### src/rtl/alu_arbiter.sv
`default_nettype none
// +----------------------------------------------------------------------------+
// | alu_arbiter : two-requester front end for a shared combinational ALU,      |
// |               round-robin or fixed-priority grant, IDLE/EXEC/RESP flow.    |
// | Revision    : 1.0                                                          |
// +----------------------------------------------------------------------------+
module alu_arbiter #(
  parameter int RR_EN = 1
) (
  input  logic        clk,
  input  logic        rst,
  input  logic        req0_valid,
  input  logic        req1_valid,
  output logic        req0_ready,
  output logic        req1_ready,
  input  logic [3:0]  req0_op,
  input  logic [3:0]  req1_op,
  input  logic [31:0] req0_a,
  input  logic [31:0] req1_a,
  input  logic [31:0] req0_b,
  input  logic [31:0] req1_b,
  input  logic [4:0]  req0_shamt,
  input  logic [4:0]  req1_shamt,
  output logic        resp0_valid,
  output logic        resp1_valid,
  input  logic        resp0_ready,
  input  logic        resp1_ready,
  output logic [31:0] resp_data,
  output logic        resp_err,
  output logic [31:0] alu_rd1,
  output logic [31:0] alu_rd2,
  output logic [3:0]  alu_op,
  output logic [4:0]  alu_shift_amt,
  input  logic [31:0] alu_result,
  output logic        busy,
  output logic [15:0] op_count
);

  localparam logic [1:0] c_IDLE = 2'd0;
  localparam logic [1:0] c_EXEC = 2'd1;
  localparam logic [1:0] c_RESP = 2'd2;

  logic [1:0]  r_state;
  logic        r_owner;
  logic        r_last_grant;
  logic [3:0]  r_op;
  logic [31:0] r_a;
  logic [31:0] r_b;
  logic [4:0]  r_shamt;
  logic [31:0] r_resp_data;
  logic        r_resp_err;
  logic [15:0] r_op_count;

  logic w_idle;
  logic w_pick1;
  logic w_accept;
  logic w_resp_done;

  // Requester 1 wins when alone, or on contention when round-robin says it is its turn.
  assign w_idle      = (r_state == c_IDLE) && !rst;
  assign w_pick1     = req1_valid && (!req0_valid || ((RR_EN != 0) && !r_last_grant));
  assign req0_ready  = w_idle && req0_valid && !w_pick1;
  assign req1_ready  = w_idle && w_pick1;
  assign w_accept    = req0_ready || req1_ready;

  assign resp0_valid = !rst && (r_state == c_RESP) && !r_owner;
  assign resp1_valid = !rst && (r_state == c_RESP) && r_owner;
  assign w_resp_done = (r_state == c_RESP) && (r_owner ? resp1_ready : resp0_ready);

  assign busy          = !rst && (r_state != c_IDLE);
  assign resp_data     = r_resp_data;
  assign resp_err      = r_resp_err;
  assign op_count      = r_op_count;
  assign alu_rd1       = r_a;
  assign alu_rd2       = r_b;
  assign alu_op        = r_op;
  assign alu_shift_amt = r_shamt;

  always_ff @(posedge clk) begin
    if (rst) begin
      r_state      <= c_IDLE;
      r_owner      <= 1'b0;
      r_last_grant <= 1'b1;
      r_op         <= 4'd0;
      r_a          <= 32'd0;
      r_b          <= 32'd0;
      r_shamt      <= 5'd0;
      r_resp_data  <= 32'd0;
      r_resp_err   <= 1'b0;
      r_op_count   <= 16'd0;
    end else begin
      case (r_state)
        c_IDLE: begin
          if (w_accept) begin
            r_owner <= w_pick1;
            r_op    <= w_pick1 ? req1_op    : req0_op;
            r_a     <= w_pick1 ? req1_a     : req0_a;
            r_b     <= w_pick1 ? req1_b     : req0_b;
            r_shamt <= w_pick1 ? req1_shamt : req0_shamt;
            r_state <= c_EXEC;
          end
        end
        c_EXEC: begin
          r_resp_data <= alu_result;
          r_resp_err  <= (r_op > 4'd8);
          r_state     <= c_RESP;
        end
        c_RESP: begin
          if (w_resp_done) begin
            r_last_grant <= r_owner;
            r_op_count   <= r_op_count + 16'd1;
            r_state      <= c_IDLE;
          end
        end
        default: r_state <= c_IDLE;
      endcase
    end
  end

endmodule
`default_nettype wire

### config.mk
export PLATFORM = sky130hd
export DESIGN_NAME = alu_arbiter
export DESIGN_NICKNAME = d
export VERILOG_FILES = /design/src/rtl/alu_arbiter.sv
export SDC_FILE = /design/constraint.sdc
export NUM_CORES = 1
export LEC_CHECK = 0
export ABC_CLOCK_PERIOD_IN_PS = 5450
export BUFFER_PORTS_ARGS = -buffer_cell sky130_fd_sc_hd__buf_2
export CAP_MARGIN = 20
export CORE_AREA = 10 10 116 118
export CTS_BUF_LIST = sky130_fd_sc_hd__clkbuf_8
export CTS_CLUSTER_SIZE = 30
export DETAILED_ROUTE_END_ITERATION = 6
export DIE_AREA = 0 0 126 128
export GPL_TIMING_DRIVEN = 0
export PLACE_DENSITY = 0.94
export SLEW_MARGIN = 15
export SYNTH_ARGS = -nofsm -noshare
export SYNTH_HDL_FRONTEND = slang
export SYNTH_SLANG_ARGS = --single-unit
export TNS_END_PERCENT = 10
### constraint.sdc
create_clock -name clk -period 5.45 [get_ports clk]
set_clock_uncertainty 0.2 [all_clocks]
set_input_delay 1.09 -clock clk [delete_from_list [all_inputs] [get_ports clk]]
set_output_delay 1.09 -clock clk [all_outputs]
set_load 0.02 [all_outputs]
==> impl_metrics.tcl <==
set metrics [dict create \
    status "finished clean" \
    via_per_inst 5.170 \
    setup_violations 0 \
    final_max_slew_viol_count 0 \
    syn_area_um2 5240 \
    fp.coreArea_um2 11220 \
    synth_top_area_share_pct 48.14 \
    root_buffer "clkbuf_8" \
    holdPathStages 2 \
    die_w_um 126 \
    grtUsageTotal_pct 23.52 \
    critical_path_class "input pin to output pin" \
    cts_tree "built" \
    drt-total-wl_mm 19.84 \
    hold_viol 0 \
    slew-limit-headroom_pct 54.83 \
    async_flop_share_pct 0 \
    avgSynthCellArea_um2 8.988 \
    synth_area_leaders "dfxtp_1, mux2i_1, a211oi_1" \
    cts_max_level 4 \
    yosysMostFrequentCell "dfxtp_1" \
    final_layout_size_suffix_gt1_share_pct 38.59 \
    worst_pin_slew_ns 0.6588 \
    clk_pin_slew_ns 0.07 \
    use_met3_pct 10.34 \
    grt_pass1_wl_mm 30.60 \
    cts_buffers 17 \
    final_cell_area_um2 7373 \
    fin_ws_ns 1.562 \
    worstPathMaxFanout 10 \
    clk_path_buf_depth 2 \
    place_area_um2 6970 \
    r2r_slack_ns 3.30 \
    drt_iter0_drc 345 \
    ys_seq_area_share_pct 48.14 \
    yosys.area.top_type "dfxtp_1" \
    critPathCaptureType "output pin" \
    p_per_area_nw_per_um2 319.6 \
    final_antenna_net_count 0 \
    post_cts_buffers 0 \
    cts.sinks 126 \
    die_h_um 128 \
    rsz0062_at_grt "false" \
    rows 39 \
    yosys_warnings 0 \
    vias 5532 \
    top_usage_layer "met2" \
    cp-start-kind "input pin" \
    dp_hpwl_mm 15.89 \
    timing.setup.tns_ns 0 \
    grt_max_degree 17 \
    dpl_worst_slack_ns 1.538 \
    hold_path_class "flop to flop" \
    io_buffers 310 \
    grt_overflow_total 0 \
    fp.dieArea_um2 16130 \
    nets 1097 \
    cts_resized 0 \
    syn_inst 583 \
    fin_crit_ns 3.888 \
    start_util_pct 46.69 \
    area_growth_pct 40.71 \
    worstPathRequired_ns 4.16 \
    wl_per_cell_um 18.54 \
    synth_edf_count 0 \
    peakVddDrop_mv 0.1780 \
    globalRouteMet2Util_pct 42.17 \
    synth_common_cells "dfxtp_1, nor2_1, mux2i_1" \
    worstPathArrival_ns 2.60 \
    maxCapViolCount 0 \
    p_leak_uw 0.003491 \
    use_met1_pct 23.91 \
    fin_crit_sh_pct 71.35 \
    drc 0 \
    fmax_mhz 257.2 \
    grt_pass1_vias 5812 \
    syn_nets 768 \
    antenna_found_initial 2 \
    holdBufCountCts 0 \
    synth_flop_cell "dfxtp_1" \
    drtPass1Iterations 5 \
    yosysUniqueCellTypes 34 \
    rr_worst_depth 5 \
    insertion_delay_ns 0.43 \
    ys_ff_latch 126 \
    routabilityCongestion 0.8852 \
    ioPinCount 311 \
]
==> path summary, 6_finish.rpt <==
path,start,to
worst max-delay path,req0_valid,req1_ready
worst min-delay path,resp_data[28],resp_data[28]
worst max register to register,r_state[1],alu_rd2[5]
worst min register to register,resp_data[28],resp_data[28]
==> cell families after synthesis <==
family          after synthesis  share of synthesized area (%)
flops                       126                          48.14
compound gates              126                          15.78
xor+xnor                      9                          1.504
fa+ha+maj                     1                         0.2387
simple gates                197                          15.95
mux                          76                          14.57
buf+inv                      48                          3.820
==> critical path, cell delays in order <==
cell	delay, ns
buf_2	0.12
a21boi_1	0.37
buf_2	0.37
buf_2	0.32
and2_1	0.16
buf_2	0.16
==> state kept, by name, indices dropped and copies added, names as in the netlist <==
name           flops
r_owner            1
r_last_grant       1
r_state            2
alu_rd1           32
resp_data         32
alu_rd2           32
alu_op             4
alu_shift_amt      5
op_count          16
resp_err           1
==> per-layer routing <==
metal  part of all wire, %  wire length (um)  vias to the layer above
li1                      -                 -                     2709
met1                    37              7312                     2545
met2                    52             10280                      245
met3                   9.4              1862                       31
met4                   1.8               364                        2
met5                 0.076                15                        -
==> area by class of cell <==
class                      count  area, um^2
clock buffer                  22       302.8
tap                          143       178.9
timing repair buffer         310        1551
sequential                   126        2522
buffer                        48       200.2
antenna                        2       5.005
multi-input combinational    409        2517
clock inverter                10       95.09
fill                         896        3850
==> power by group <==
group          leakage, uW  internal, uW  switching, uW
Clock             0.000223           458            354
Sequential         0.00103           994           40.0
Combinational      0.00223           196            315
Total              0.00349          1650            708
==> placed cells by master (no fill, tap or decap), types with 3 or more instances in the layout <==
cell type and instances:
nor2b_1 3, nand4_1 3, clkbuf_1 28, clkinv_2 4, nor3_1 4, nand3_1 7
or3_1 5, xnor2_1 5, dfxtp_1 126, nor2_1 89, o21ai_0 6, clkbuf_8 22
xor2_1 4, buf_2 326, a21oi_1 42, inv_1 4, a211oi_1 73, buf_1 4
nand2_1 72, mux2i_1 74
==> per-stage QoR <==
stage | power [uW] | instances | utilization, % | hold WS, ns
finish | 2356 | 1070 | 65.70 | 0.2491
global route | 2462 | 1068 | 65.65 | 0.2668
CTS | 2373 | 1068 | 65.65 | 0.2526
detailed placement | 1566 | 1036 | 62.11 | 0.2432
global placement | 1549 | 1036 | 62.11 | 0.2373
floorplan | 1351 | 583 | - | 0.2887
Note: power is estimated with default switching activity, not from simulation.
